--- src/rtl/divider_multicycle_pkg.sv ---
// Shared types and constants for the multi-cycle integer divider.
package divider_multicycle_pkg;

   localparam int WORD_W  = 32;
   localparam int BPC_DEF = 1;

   typedef logic [WORD_W-1:0]   word_t;
   typedef logic [2*WORD_W-1:0] dword_t;

   typedef enum logic [1:0] {
      IDLE,
      BUSY,
      FIX,
      DONE
   } div_state_t;

   localparam int DIV_CNT_W = $clog2(WORD_W/BPC_DEF + 1);

endpackage

--- src/rtl/divider_multicycle_div_step.sv ---
// One restoring-division step: shift a dividend bit into the remainder and trial-subtract.
module divider_multicycle_div_step #(
   parameter int WIDTH = 32
) (
   input  logic [WIDTH-1:0] rem_in,
   input  logic [WIDTH-1:0] divisor,
   input  logic             bit_in,
   output logic [WIDTH-1:0] rem_out,
   output logic             q_bit
);

   logic [WIDTH:0]   trial;
   logic [WIDTH-1:0] diff;

   // When the trial fits the divisor the true difference is below the divisor, so
   // the low WIDTH bits of the subtraction are exact.
   always_comb begin
      trial   = {rem_in, bit_in};
      diff    = trial[WIDTH-1:0] - divisor;
      q_bit   = (trial >= {1'b0, divisor});
      rem_out = q_bit ? diff : trial[WIDTH-1:0];
   end

endmodule

--- src/rtl/divider_multicycle.sv ---
// Iterative radix-2^BPC restoring divider (DIV/DIVU) with valid/ready handshakes and flush.
module divider_multicycle
   import divider_multicycle_pkg::*;
#(
   parameter int WIDTH = WORD_W,
   parameter int BPC   = BPC_DEF
) (
   input  logic             clk,
   input  logic             reset,
   input  logic             flush,
   input  logic             in_valid,
   output logic             in_ready,
   input  logic [WIDTH-1:0] a,
   input  logic [WIDTH-1:0] b,
   input  logic             is_signed,
   output logic             out_valid,
   input  logic             out_ready,
   output logic [WIDTH-1:0] hi,
   output logic [WIDTH-1:0] lo
);

   localparam int N_STEPS = WIDTH / BPC;
   localparam int CNT_W   = $clog2(N_STEPS + 1);
   localparam logic [CNT_W-1:0] CNT_INIT = CNT_W'(N_STEPS);
   localparam logic [CNT_W-1:0] CNT_LAST = CNT_W'(1);

   div_state_t       state, state_nxt;
   logic [CNT_W-1:0] cnt;
   logic [WIDTH-1:0] dvd, dvs, rem;
   logic             sign_q, sign_r;
   logic             accept;

   logic [WIDTH-1:0] rem_chain [BPC+1];
   logic [BPC-1:0]   q_grp;

   function automatic logic [WIDTH-1:0] magnitude(input logic [WIDTH-1:0] x, input logic en);
      logic signed [WIDTH-1:0] sx;
      sx = x;
      return (en && sx < 0) ? WIDTH'(-sx) : x;
   endfunction

   function automatic logic [WIDTH-1:0] apply_sign(input logic [WIDTH-1:0] x, input logic neg);
      logic signed [WIDTH-1:0] sx;
      sx = x;
      return neg ? WIDTH'(-sx) : x;
   endfunction

   assign accept = in_valid & in_ready & ~flush;

   always_ff @(posedge clk) begin
      if (reset) state <= IDLE;
      else       state <= state_nxt;
   end

   always_comb begin
      state_nxt = state;
      unique case (state)
         IDLE:    if (accept) state_nxt = BUSY;
         BUSY:    if (cnt == CNT_LAST) state_nxt = FIX;
         FIX:     state_nxt = DONE;
         DONE:    if (out_ready) state_nxt = IDLE;
         default: state_nxt = IDLE;
      endcase
      if (flush) state_nxt = IDLE;
   end

   always_comb begin
      in_ready  = (state == IDLE);
      out_valid = (state == DONE);
   end

   always_ff @(posedge clk) begin
      if (reset)               cnt <= '0;
      else if (accept)         cnt <= CNT_INIT;
      else if (state == BUSY)  cnt <= cnt - CNT_LAST;
   end

   // Quotient bits retire into the low end of the dividend register as it drains.
   assign rem_chain[0] = rem;
   for (genvar i = 0; i < BPC; i++) begin : g_step
      divider_multicycle_div_step #(.WIDTH(WIDTH)) u_step (
         .rem_in  (rem_chain[i]),
         .divisor (dvs),
         .bit_in  (dvd[WIDTH-1-i]),
         .rem_out (rem_chain[i+1]),
         .q_bit   (q_grp[BPC-1-i])
      );
   end

   always_ff @(posedge clk) begin
      if (accept) begin
         dvd    <= magnitude(a, is_signed);
         dvs    <= magnitude(b, is_signed);
         rem    <= '0;
         sign_q <= is_signed & (a[WIDTH-1] ^ b[WIDTH-1]);
         sign_r <= is_signed & a[WIDTH-1];
      end else if (state == BUSY) begin
         dvd <= {dvd[WIDTH-BPC-1:0], q_grp};
         rem <= rem_chain[BPC];
      end
   end

   // Results survive a flush; only reset clears them.
   always_ff @(posedge clk) begin
      if (reset) begin
         hi <= '0;
         lo <= '0;
      end else if (state == FIX && !flush) begin
         lo <= apply_sign(dvd, sign_q);
         hi <= apply_sign(rem, sign_r);
      end
   end

endmodule

--- config.mk ---
export PLATFORM = sky130hd
export DESIGN_NAME = divider_multicycle
export DESIGN_NICKNAME = d
export VERILOG_FILES = /design/src/rtl/divider_multicycle_pkg.sv /design/src/rtl/divider_multicycle_div_step.sv /design/src/rtl/divider_multicycle.sv
export SDC_FILE = /design/constraint.sdc
export NUM_CORES = 1
export LEC_CHECK = 0
export CAP_MARGIN = 40
export CORE_ASPECT_RATIO = 1.1
export CORE_UTILIZATION = 59
export CTS_BUF_LIST = sky130_fd_sc_hd__clkbuf_2 sky130_fd_sc_hd__clkbuf_4 sky130_fd_sc_hd__clkbuf_8
export DETAILED_ROUTE_END_ITERATION = 8
export GPL_TIMING_DRIVEN = 0
export PLACE_DENSITY = 0.84
export SYNTH_ARGS = -nofsm -noshare
export SYNTH_HDL_FRONTEND = slang
export SYNTH_HIERARCHICAL = 1
export SYNTH_SLANG_ARGS = --single-unit
--- constraint.sdc ---
create_clock -name clk -period 4.1 [get_ports clk]
set_input_delay 0.41 -clock clk [delete_from_list [all_inputs] [get_ports clk]]
set_output_delay 0.41 -clock clk [all_outputs]
set_load 0.02 [all_outputs]
After elaboration in Yosys (flattened, before gate mapping). Cells that the tools add are included.

Bitwise logic cells: 6. Reductions and logical operators: 9. $lt $le $gt $ge: 3. Add/subtract/negate cells: 6. Muxes and demuxes: 13. Equal/unequal tests: 7.

Operators with widths (number): two-way mux 32 bit (7); negation 32 bit (4); < comparator 32 x 1 -> 1 bit (second input constant) (2); >= comparator 33 x 32 -> 1 bit (1); subtractor 32 bit (1); two-way mux 6 bit (2); case mux 2 bit (4 select lines) (1); == test 6 x 1 -> 1 bit (second input constant) (1); two-way mux 2 bit (3); subtractor 6 x 1 -> 6 bit (second input constant) (1); bitwise AND 1 bit (4); == test 2 bit (second input constant) (2); inequality test 2 x 1 -> 1 bit (second input constant) (2); OR reduction 2 bit (2); logical AND 1 bit (3); AND reduction 3 bit (1); == test 2 x 1 -> 1 bit (second input constant) (1); zero test 2 bit (1); inequality test 2 bit (second input constant) (1); nonzero test 2 bit (1); zero test 1 bit (1); inverter 1 bit (1); XOR 1 bit (1).

Register bits after elaboration: 170. Output and inout bits: 66. Input port bits: 70. Word-level logic and storage cells: 54.

Longest topological paths before layout.
Word-level depth: 5. Depth in mapped cells: 16. Depth with buffers taken out: 13.

Cells and area by module. Netlist, hierarchy kept.

Modules (own cells, without submodules): divider_multicycle (seq. area each 4063.9 sq um, area an instance 8912.3 sq um, cells each 970, instances 1); divider_multicycle_div_step (seq. area each 0.0 sq um, area an instance 2331.0 sq um, cells each 323, instances 1).

Worst setup path after synthesis. No wires, ideal clock.

Path type: reg-to-reg. Start point: reg rem[6]. End point: reg rem[21]. Clock period less this slack: 3.101 ns. Data required time: 3.920 ns. Cell stages (with the launch flop): 15. Buffers on the path: 2. Data arrival time: 2.921 ns. Library setup time: 0.180 ns. Setup slack: 0.999 ns. Path through: dfxtp_1 -> ha_1 -> a21oi_2 -> a211oi_1 -> or3_4 -> nor4b_4 -> o21ai_2 -> a31oi_4 -> o21a_4 -> inv_2 -> buf_6 -> buf_12 -> mux2_4 -> mux2i_1 -> nor2_1.

RTL lines: start: declaration (RTL line divider_multicycle.sv:29) `logic [WIDTH-1:0] dvd, dvs, rem;`; start signal: assignment (RTL line divider_multicycle.sv:99) `rem <= rem_chain[BPC];`.

==> results.rst <==
.. list-table::
   :header-rows: 1

   * - Metric
     - Value
   * - Worst slew pin tran
     - 0.849 ns
   * - Sequential share of the synthesized area
     - 36.1%
   * - Number of endpoints failing setup at the final stage
     - 0
   * - Total Power
     - 3.74 mW
   * - Top area cells in the synthesized netlist
     - dfxtp_1 (19%), edfxtp_1 (18%), xor2_1 (6.9%)
   * - Count of boundary I/O pins
     - 136
   * - Die extent in x
     - 134 um
   * - Count of hold-fix buffers inserted at cts
     - 0
   * - Setup repair after global routing missed its margin
     - no
   * - Clock slew at the register clock pins of the worst setup and hold paths
     - 0.09 ns
   * - Area used by sequential logic in the layout
     - 4060 um2
   * - Time the worst path needs with I/O delays and setup
     - 3.77 ns
   * - Proportion of layout cells with a drive suffix above 1
     - 6.09%
   * - Yosys cell types
     - 73
   * - Global-route usage over all layers
     - 30.4%
   * - Number of iterations in the first detailed-routing pass
     - 5
   * - Total non-filler cell area in the finished layout
     - 13,300 um2
   * - Number of standard-cell rows in the floorplan
     - 52
   * - Synthesis-to-finish area growth
     - 18.4%
   * - CP max stage cell
     - o31ai_1
   * - Area enclosed by the die boundary
     - 19,600 um2
   * - Vias after detailed routing
     - 10,407
   * - Run status
     - completed
   * - Crit. End Element
     - flip-flop
   * - Setup Buffers After CTS
     - 0
   * - Wire length reported by the detailed router
     - 29,700 um
   * - Number of max-cap violations
     - 0
   * - Maximum number of pins on one net before global-route repair
     - 44
   * - Per-instance average area after synthesis
     - 8.70 um2
   * - TritonCTS clock tree
     - done
   * - Area taken by multi-input logic gates
     - 6640 um2
   * - Final Max Tran Viols
     - 0
   * - Filler cells
     - 1,457
   * - Diode count
     - 0
   * - Leading area contributor after synthesis
     - dfxtp_1
   * - Cell type group with the largest total delay on the critical path
     - compound AO/OA/AOI/OAI gates
   * - Maximum fanout encountered on the critical timing path
     - 5
   * - Type of the setup path with the least slack
     - reg -> reg
   * - Wire length per cell after detailed routing
     - 17.4 um
   * - Synthesized instance count
     - 1,293
   * - Antenna violations before repair
     - 0
   * - Min setup slack post-route
     - 0.327 ns
   * - Final Hold Slack
     - 0.462 ns
   * - Share of async-settable or async-resettable flops after synthesis
     - 0%
   * - Type of the most critical hold path
     - reg -> reg
   * - Initial Utilization
     - 60.6%
   * - Primary flip-flop cell chosen by synthesis mapping
     - dfxtp_1
   * - Peak supply drop
     - 0.000200 V
   * - Final HPWL DP
     - 22,600 um
   * - First-pass GRT wire length
     - 47,700 um
   * - Number of resized instances in the post-cts repair step
     - 0
   * - Critical Path Start Type
     - flip-flop
   * - Final hold violation count
     - 0
   * - Seq cells post-synth
     - 170
   * - Total congestion overflow after global routing
     - 0
   * - Required time of the worst setup path
     - 4.51 ns
   * - Cell area after placement
     - 12,900 um2
   * - Max_slew headroom
     - 43.4%
   * - Iteration-0 DRC count of the detailed router
     - 1,191
   * - # DRC
     - 0
   * - Max Buffers Root-to-Sink
     - 2
   * - Remaining antenna violation count after routing
     - 0
   * - Cell area after technology mapping
     - 11,200 um2
   * - Final worst path period share
     - 92.0%
   * - Clock tree root driver cell
     - clkbuf_8
   * - Clk_lat worst skew
     - 0.48 ns
   * - Delay of the slowest critical-path stage
     - 0.55 ns
   * - Highest clock rate
     - 265 MHz
   * - Syn. warnings
     - 6
   * - Total negative slack
     - 0 ns
   * - Internal reg-to-reg setup slack
     - 0.33 ns
   * - Number of port buffers
     - 134
   * - Critical path buffer and inverter count
     - 1
   * - Clock Skews
     - 0.0176 ns
   * - Core Box Area
     - 18,500 um2
   * - Depth of the CTS H-tree
     - 4
   * - Setup slack at placement
     - 0.455 ns
   * - Post-detailed-route via-to-cell ratio
     - 6.11
   * - Die span in y
     - 147 um
   * - Global placement routability congestion
     - 0.941
   * - Lkg Pwr
     - 5.11 nW
   * - Via count of the first global-routing pass
     - 9,611
   * - Number of enable flip-flop cells after synthesis
     - 66
   * - Net count after synthesis
     - 1,407
   * - Number of clock buffers inserted by TritonCTS
     - 17
   * - Worst path cell trace
     - inv_1, ha_1, fa_1, nor2b_1, o31a_1, o21ai_0, o31ai_1, a21oi_1, or3b_2, nand3_1, mux2_4, mux2i_1, nor2_1
   * - Proportion of netlist area held by the largest area contributor
     - 18.5%
   * - Power density over the cells
     - 281 nW/um2
   * - Count of nets after finishing
     - 1,562
   * - Clk sink count
     - 170
   * - Worst EP arrival
     - 4.18 ns
## cells in the mapped netlist (9+ instances only)
master      n
nor4_1     27
dfxtp_1   104
a21o_1      9
nor3_1     34
clkbuf_1   51
xnor2_1    47
edfxtp_1   66
mux2i_1    40
nand3_1    16
or4_1      11
nand4_1    19
o31ai_1    25
o211ai_1    9
ha_1       43
nor2b_1    12
nor2_1    121
or3_1      13
a211oi_1   25
a31oi_1    22
inv_1      70
buf_1      11
mux2_4      9
nand2_1   121
o41ai_1    15
and3_1     10
o21ai_0    94
xor2_1     88
mux2_2     21
nand3b_1    9
a21oi_1    52
## final timing paths
| kind | start | cells after the start | to |
|---|---|---|---|
| setup reg to reg | dvd[31] | 13 | rem[30] |
| hold reg to reg | lo[23] | 2 | lo[23] |
| setup / recovery | dvd[31] | 13 | rem[30] |
| hold / removal | lo[23] | 2 | lo[23] |
## flip-flops by register name (all words and copies together) (netlist names)
signal / cells
cnt: 6
sign_q: 1
state: 2
dvd: 32
rem: 32
hi: 32
lo: 32
sign_r: 1
dvs: 32
## cells by family after synthesis
| family | share of synthesized area [%] |
|---|---|
| XOR/XNOR | 10.5 |
| AO/OA/AOI/OAI | 17.5 |
| adder cells (fa/ha/maj) | 4.96 |
| multiplexers | 6.87 |
| AND/OR/NAND/NOR | 19.2 |
| flip-flops | 36.1 |
| buffers and inverters | 4.85 |
## worst register-to-register path, cell delays in order (launching register included)
cell	delay (ns)
edfxtp_1	0.48
inv_1	0.10
ha_1	0.23
fa_1	0.41
nor2b_1	0.17
o31a_1	0.21
o21ai_0	0.25
o31ai_1	0.55
a21oi_1	0.30
or3b_2	0.52
nand3_1	0.15
mux2_4	0.17
mux2i_1	0.07
nor2_1	0.11
## metal layers
metal	wire [um]	GRT usage, %	vias to the layer above
met3	2360	4.38	67
met2	13700	49.3	518
li1	-	-	5009
met5	0	0	-
met4	714	10.2	0
met1	12900	41.7	4813
## cells in the final DEF (no fill, tap or decap), types with 34 or more instances in the layout
cell type,n
nand2_1,121
xor2_1,88
dfxtp_1,104
a21oi_1,52
o21ai_0,94
inv_1,70
edfxtp_1,66
xnor2_1,47
clkbuf_1,51
nor2_1,121
mux2i_1,40
nor3_1,34
ha_1,43
clkdlybuf4s50_1,134
## layout make-up
| type | count | share of cell area (%) |
|---|---|---|
| timing repair buffer | 136 | 10.2 |
| inverter | 71 | 2.00 |
| sequential | 170 | 30.5 |
| clock buffer | 18 | 1.81 |
| clock inverter | 14 | 1.23 |
| tap | 243 | 2.28 |
| buffer | 67 | 2.11 |
| multi-input combinational | 985 | 49.8 |
## through the flow
stage	utilization, %	instances
finish	71.8	1704
global route	71.8	1704
CTS	71.8	1704
detailed placement	69.6	1672
global placement	69.5	1670
floorplan	-	1293
## power by group
| group | switching, mW | internal (mW) | leakage, nW |
|---|---|---|---|
| sequential | 0.0676 | 1.83 | 1.46 |
| clock | 0.669 | 0.565 | 0.211 |
| combinational | 0.358 | 0.253 | 3.43 |
(Power assumes the default switching activity.)
